### config.mk
export PLATFORM = sky130hd
export DESIGN_NAME = seg_display_scan
export DESIGN_NICKNAME = d
export VERILOG_FILES = /design/src/rtl/seg_pkg.sv /design/src/rtl/bin2bcd_seq.sv /design/src/rtl/seg_display_scan.sv
export SDC_FILE = /design/constraint.sdc
export NUM_CORES = 1
export LEC_CHECK = 0
export BUFFER_PORTS_ARGS = -buffer_cell sky130_fd_sc_hd__buf_4
export CAP_MARGIN = 20
export CORE_AREA = 4 4 80 82
export DETAILED_ROUTE_END_ITERATION = 10
export DIE_AREA = 0 0 84 86
export PLACE_DENSITY = 0.83
export SLEW_MARGIN = 20
export SYNTH_ARGS = -nofsm -noshare
export SYNTH_HDL_FRONTEND = slang
export SYNTH_SLANG_ARGS = --single-unit
### constraint.sdc
create_clock -name clk -period 4.76 [get_ports clk]
set_input_delay 0.238 -clock clk [delete_from_list [all_inputs] [get_ports clk]]
set_output_delay 0.238 -clock clk [all_outputs]
set_load 0.005 [all_outputs]
### src/rtl/seg_pkg.sv
// Shared glyph codes, segment patterns and conversion FSM states for the
// multiplexed seven-segment display scanner.
package seg_pkg;

  typedef logic [3:0] glyph_t;

  localparam glyph_t GLYPH_DASH  = 4'd10;
  localparam glyph_t GLYPH_BLANK = 4'd11;

  // Active-low segments, bit0 = a ... bit6 = g
  localparam logic [6:0] SEG_0     = 7'b1000000;
  localparam logic [6:0] SEG_1     = 7'b1111001;
  localparam logic [6:0] SEG_2     = 7'b0100100;
  localparam logic [6:0] SEG_3     = 7'b0110000;
  localparam logic [6:0] SEG_4     = 7'b0011001;
  localparam logic [6:0] SEG_5     = 7'b0010010;
  localparam logic [6:0] SEG_6     = 7'b0000010;
  localparam logic [6:0] SEG_7     = 7'b1111000;
  localparam logic [6:0] SEG_8     = 7'b0000000;
  localparam logic [6:0] SEG_9     = 7'b0010000;
  localparam logic [6:0] SEG_DASH  = 7'b0111111;
  localparam logic [6:0] SEG_BLANK = 7'b1111111;

  typedef enum logic [1:0] {
    ST_IDLE   = 2'd0,
    ST_CONV   = 2'd1,
    ST_COMMIT = 2'd2
  } conv_state_t;

  function automatic logic [6:0] glyph_to_seg(glyph_t g);
    case (g)
      4'd0:        return SEG_0;
      4'd1:        return SEG_1;
      4'd2:        return SEG_2;
      4'd3:        return SEG_3;
      4'd4:        return SEG_4;
      4'd5:        return SEG_5;
      4'd6:        return SEG_6;
      4'd7:        return SEG_7;
      4'd8:        return SEG_8;
      4'd9:        return SEG_9;
      GLYPH_DASH:  return SEG_DASH;
      default:     return SEG_BLANK;
    endcase
  endfunction

  // Largest magnitude that fits in the n_dig-1 numeric positions
  function automatic int unsigned capacity(int n_dig);
    int unsigned r;
    r = 1;
    for (int i = 0; i < n_dig - 1; i++) r = r * 10;
    return r - 1;
  endfunction

endpackage

### src/rtl/bin2bcd_seq.sv
// Sequential double-dabble: one shift with add-3 correction per cycle,
// W cycles per conversion. Only the lower N_DIG-1 BCD digits are kept;
// truncating the top digits does not disturb the lower ones.
module bin2bcd_seq #(
  parameter int W     = 9,
  parameter int N_DIG = 4
) (
  input  logic                     clk,
  input  logic                     rst_n,
  input  logic                     start,
  input  logic [W-1:0]             bin,
  output logic                     busy,
  output logic                     done,
  output logic [4*(N_DIG-1)-1:0]   bcd
);

  localparam int BW = 4 * (N_DIG - 1);
  localparam int CW = $clog2(W + 1);

  logic [CW-1:0] cnt;
  logic [W-1:0]  bin_sr;
  logic [BW-1:0] bcd_sr;
  logic [BW-1:0] bcd_adj;

  // Add-3 correction on every digit that is 5 or more before the shift
  always_comb begin
    bcd_adj = bcd_sr;
    for (int d = 0; d < N_DIG - 1; d++) begin
      if (bcd_sr[4*d +: 4] >= 4'd5) bcd_adj[4*d +: 4] = bcd_sr[4*d +: 4] + 4'd3;
    end
  end

  // Load on start, then shift once per cycle until the counter runs out
  always_ff @(posedge clk) begin
    if (!rst_n) begin
      cnt    <= '0;
      bin_sr <= '0;
      bcd_sr <= '0;
    end else if (cnt == '0) begin
      if (start) begin
        bin_sr <= bin;
        bcd_sr <= '0;
        cnt    <= CW'(W);
      end
    end else begin
      bcd_sr <= {bcd_adj[BW-2:0], bin_sr[W-1]};
      bin_sr <= {bin_sr[W-2:0], 1'b0};
      cnt    <= cnt - CW'(1);
    end
  end

  assign busy = (cnt != '0);
  assign done = (cnt == CW'(1));  // high during the final shift cycle
  assign bcd  = bcd_sr;

endmodule

### src/rtl/seg_display_scan.sv
// Signed number to multiplexed seven-segment display. Conversion runs in the
// background; the scanned display keeps the previous value until commit.
//
// state     | meaning
// ----------+-----------------------------------------------------------
// ST_IDLE   | waiting for load; load captures value and starts conversion
// ST_CONV   | double-dabble shifting, W cycles, load ignored
// ST_COMMIT | one cycle; BCD result, sign and ovf copied to display register
module seg_display_scan
  import seg_pkg::*;
#(
  parameter int N_DIG    = 4,
  parameter int W        = 9,
  parameter int SCAN_DIV = 50000
) (
  input  logic             clk,
  input  logic             rst_n,
  input  logic             load,
  input  logic [W-1:0]     value,
  input  logic             blank_lz,
  output logic [6:0]       SSeg,
  output logic [N_DIG-1:0] an,
  output logic             busy,
  output logic             ovf
);

  localparam int          ND  = N_DIG - 1;
  localparam int          BW  = 4 * ND;
  localparam int          PW  = $clog2(SCAN_DIV);
  localparam int          IW  = $clog2(N_DIG);
  localparam int unsigned CAP = capacity(N_DIG);

  conv_state_t   state, next_state;
  logic          start, commit, busy_d;
  logic [W:0]    mag;
  logic          mag_ovf;
  logic          pend_neg, pend_ovf;
  logic          bcd_busy, bcd_done;
  logic [BW-1:0] bcd;
  logic [BW-1:0] disp_bcd;
  logic          disp_neg, disp_ovf;
  logic [PW-1:0] presc;
  logic [IW-1:0] idx;
  logic          wrap;
  logic          all_zero;
  glyph_t        glyphs [N_DIG];

  // Magnitude one bit wider than the input so -2^(W-1) stays representable
  always_comb begin
    mag = {value[W-1], value};
    if (value[W-1]) mag = ~mag + (W+1)'(1);
    mag_ovf = 32'(mag) > CAP;
  end

  bin2bcd_seq #(.W(W), .N_DIG(N_DIG)) u_bcd (
    .clk   (clk),
    .rst_n (rst_n),
    .start (start),
    .bin   (mag[W-1:0]),
    .busy  (bcd_busy),
    .done  (bcd_done),
    .bcd   (bcd)
  );

  // State register
  always_ff @(posedge clk) begin
    if (!rst_n) state <= ST_IDLE;
    else        state <= next_state;
  end

  // Next-state logic
  always_comb begin
    next_state = state;
    case (state)
      ST_IDLE:   if (load) next_state = ST_CONV;
      ST_CONV:   if (bcd_done) next_state = ST_COMMIT;
      ST_COMMIT: next_state = ST_IDLE;
      default:   next_state = ST_IDLE;
    endcase
  end

  // FSM outputs
  always_comb begin
    start  = (state == ST_IDLE) && load && !bcd_busy;
    commit = (state == ST_COMMIT);
    busy_d = (next_state != ST_IDLE);
  end

  // Capture sign/overflow at load; display register changes only on commit
  always_ff @(posedge clk) begin
    if (!rst_n) begin
      pend_neg <= 1'b0;
      pend_ovf <= 1'b0;
      disp_bcd <= '0;
      disp_neg <= 1'b0;
      disp_ovf <= 1'b0;
      busy     <= 1'b0;
    end else begin
      busy <= busy_d;
      if (start) begin
        pend_neg <= value[W-1];
        pend_ovf <= mag_ovf;
      end
      if (commit) begin
        disp_bcd <= bcd;
        disp_neg <= pend_neg;
        disp_ovf <= pend_ovf;
      end
    end
  end

  assign ovf = disp_ovf;

  // Per-position glyphs: digits with optional leading-zero blanking, sign slot on top
  always_comb begin
    all_zero = 1'b1;
    for (int p = 0; p < N_DIG; p++) glyphs[p] = GLYPH_BLANK;
    for (int p = ND - 1; p >= 0; p--) begin
      if (disp_bcd[4*p +: 4] != 4'd0) all_zero = 1'b0;
      if (blank_lz && all_zero && p != 0) glyphs[p] = GLYPH_BLANK;
      else                                glyphs[p] = disp_bcd[4*p +: 4];
    end
    glyphs[ND] = disp_neg ? GLYPH_DASH : GLYPH_BLANK;
    if (disp_ovf) begin
      for (int p = 0; p < N_DIG; p++) glyphs[p] = GLYPH_DASH;
    end
  end

  assign wrap = (presc == PW'(SCAN_DIV - 1));

  // Scan: at each prescaler wrap drive the current position, then advance
  always_ff @(posedge clk) begin
    if (!rst_n) begin
      presc <= '0;
      idx   <= '0;
      an    <= '1;
      SSeg  <= SEG_BLANK;
    end else if (wrap) begin
      presc <= '0;
      idx   <= (idx == IW'(N_DIG - 1)) ? '0 : idx + IW'(1);
      an    <= ~(N_DIG'(1) << idx);
      SSeg  <= glyph_to_seg(glyphs[idx]);
    end else begin
      presc <= presc + PW'(1);
    end
  end

endmodule

==> impl_results.md <==
- CTS sink count: 73
- CP peak stage delay: approximately 0.84 ns
- Final worst path period need: around 2.4 ns
- Fin. max-slew vios: 0
- Worst r2r path cells: 6
- Startpoint types: flop
- Initial DRC count: approximately 150
- Post-CTS sizing: 0
- Worst r2r dst: u_bcd.bcd[3]
- Post-CTS setup buffer count: 0
- Ys flop type: dfxtp_1
- Number of placed I/O pins: 26
- DR WL/cell: roughly 14 um
- WHS Endpoint: SSeg[6]
- Worst slew pin tran: around 0.9 ns
- CP max FO: 23
- Flop-to-flop setup slack: around 2.3 ns
- Clock latency on the worst-skew pair: about 0.35 ns
- Status: finished clean
- Sequential share of power: a little under half
- Fmax: 409 MHz
- Commonest non-fill, non-tap cell in the layout: dfxtp_1
- Cell Chain, Critical Path: inv_1 -> ha_1 -> nand2_1 -> nor2_1 -> o21ai_0 -> a21oi_1
- I/O Buffers: 25
- Min-Delay Path Class: in2reg
- Worst-case clock buffer depth: 2
- Clock root cell: clkbuf_8
- Final wirelength: around 7.3 mm
- Number of synthesized flops with an enable pin: 0
- Final Hold Fails: 0
- Syn_area_per_cell: around 8.4 um2
- Synth Net Count: 456
- HPWL Detailed: 5.12 mm
- Via count: about 3000
- Mapped Cells: approximately 430
- Die X: between 80 and 90 um
- Clock tree from TritonCTS: built
- Fin crit share: between 50% and 60%
- Switching Share: 32.1%
- Core footprint: approximately 0.0057 mm2
- DRC viols: 0
- Crit Reg-Reg Startpoint: u_bcd.cnt[0]
- Total gr overflow: 0
- Antenna cell count: 0
- Gate power share: 19.4%
- Crit path arrival time: 2.72 ns
- Post-route ant nets: 0
- Share of cells above drive strength 1: about 12%
- Worst Hold Depth: 2
- Initial antenna violation count: 0
- CTS Buf Count: 9
- Clock power share: about 34%
- Critical Path RT: 5.04 ns
- Max_slew headroom: around two fifths
- Setup TNS: 0 ns
- RSZ-0062 raised after global routing: false
- Leak: 1.56 nW
- Hold Buf Count CTS: 0
- Register bit total from synthesis: between 70 and 80
- Sequential area share after synthesis: 40.9%
- First-pass GRT wire length: approximately 12 mm
- Vias/cell: 5.79
- Setup crit end kind: flop
- Fillers: 458
- Yosys cell types: 51
- Overall routing resource usage: 20.8%
- CTS clk-pin slew, worst paths: around 0.090 ns
- Vias in the first global route: roughly 2800
- Pint: 1.00 mW
- Worst VDD drop: between 0.2 and 0.3 mV
- Total Power: between 1 and 1.5 mW
- Yosys warns: 0
- DRT Pass-1 Iters: 5
- Pwr Density: 369 mW/mm2
- Setup Crit Path Kind: reg2reg
- Share of flip-flops with an asynchronous set or reset: 0%
- Register Area: 0.00146 mm2
- Initial Utilization: between 60 and 70%
- Multi-input gate area: between 0.0015 and 0.002 mm2
- Slowest-stage cell, CP: nor2_1
- H-tree levels: 3
- Most frequent cells in the layout: dfxtp_1 (73), nor2_1 (58), nand2_1 (49)
- Die height: 86 um
- Synth-to-layout area growth: 12.1%
- # rows: 28
- Final Wtd Congestion: roughly 0.83
- Largest net degree at the start of global routing: 43
- Nets: around 480
- Sw power: 0.475 mW
- Clock Skews: about 0.012 ns
- Post-Syn Area: between 0.003 and 0.004 mm2
- Max-cap violations: 0
- HP Start: rst_n
- Final setup fails: 0
- Die Area: approximately 0.0072 mm2
## cell type report
class	count	area share, %
repair buffers	26	4.87
flip-flops and latches	73	36.5
inverters	17	1.59
clock buffers	9	3.09
well taps	75	2.34
multi-input cells	318	49.6
clock inverters	7	2.00
## sequential cells by signal, summed over array words and instances, names as in the netlist, 2 cells and up
name	cells
SSeg	7
u_bcd.bcd	12
u_bcd.bin_sr	9
disp_bcd	12
presc	16
an	4
idx	2
state	2
u_bcd.cnt	4
## cells in the mapped netlist (6+ instances only)
cell type | count | share of area [%]
dfxtp_1 | 73 | 41
xor2_1 | 10 | 2.4
o211ai_1 | 6 | 1.3
a22oi_1 | 8 | 1.7
xnor2_1 | 15 | 3.7
ha_1 | 17 | 5.9
nand2_1 | 49 | 5.1
clkbuf_1 | 15 | 1.6
a211oi_1 | 7 | 1.5
nand3_1 | 8 | 1.1
nor3_1 | 15 | 2.1
a21oi_1 | 35 | 4.9
o21ai_0 | 13 | 1.8
nand2b_1 | 7 | 1.2
and3_1 | 9 | 1.6
inv_1 | 16 | 1.7
nor2_1 | 58 | 6.1
## power by group through the flow
stage / combinational (mW) / sequential [mW] / clock (mW)
finish: 0.287 / 0.695 / 0.497
global route: 0.328 / 0.702 / 0.532
CTS: 0.289 / 0.694 / 0.503
detailed placement: 0.287 / 0.707 / 0
global placement: 0.275 / 0.705 / 0
floorplan: 0.230 / 0.698 / 0
## through the flow
| step | util (%) | area (um2) | std cells | worst slack, ns | hold WS (ns) |
|---|---|---|---|---|---|
| after detailed placement | 66.1 | 3800 | 509 | 2.35 | 0.435 |
| after global placement | 66.1 | 3800 | 509 | 2.43 | 0.425 |
| after floorplan | - | 3580 | 426 | 2.68 | 0.401 |
| after CTS | 69.6 | 4000 | 525 | 2.32 | 0.156 |
| final | 69.8 | 4010 | 525 | 2.31 | 0.167 |
| after global routing | 69.8 | 4010 | 525 | 2.04 | 0.168 |
## cell families after synthesis
family          Yosys count  share of synthesized area [%]
compound gates           90                           16.9
xor+xnor                 25                           6.12
fa+ha+maj                17                           5.95
buf+inv                  35                           3.81
flops                    73                           40.9
mux                       4                           1.12
simple gates            182                           25.2
## per-layer routing
| metal | global-route usage [%] | up-vias | wire (um) |
|---|---|---|---|
| li1 | - | 1536 | - |
| met1 | 23.3 | 1429 | 3220 |
| met2 | 37.8 | 58 | 3620 |
| met3 | 5.09 | 17 | 276 |
| met4 | 8.63 | 0 | 144 |
| met5 | 0 | - | 0 |
## critical path: cells and delay by family (launching register included)
family	cells	cell delay (ns)
buffers and inverters	1	0.10
and+or+nand+nor	2	1.28
adders and majority gates	1	0.25
DFF	1	0.34
AOI/OAI and AO/OA	2	0.41
## how the worst max path moves through the flow
stage / from / to / slack, ns / cells after the start
3_5_place_dp: u_bcd.cnt[0] / u_bcd.bcd[7] / 2.35 / 6
5_1_grt: u_bcd.cnt[0] / u_bcd.bcd[3] / 2.04 / 6
2_1_floorplan: disp_bcd[11] / SSeg[3] / 2.68 / 6
6_report: u_bcd.cnt[0] / u_bcd.bcd[3] / 2.31 / 6
4_1_cts: u_bcd.cnt[0] / u_bcd.bcd[3] / 2.32 / 6
3_3_place_gp: presc[0] / SSeg[3] / 2.43 / 6
No activity file was read; power rests on OpenSTA's default activity.
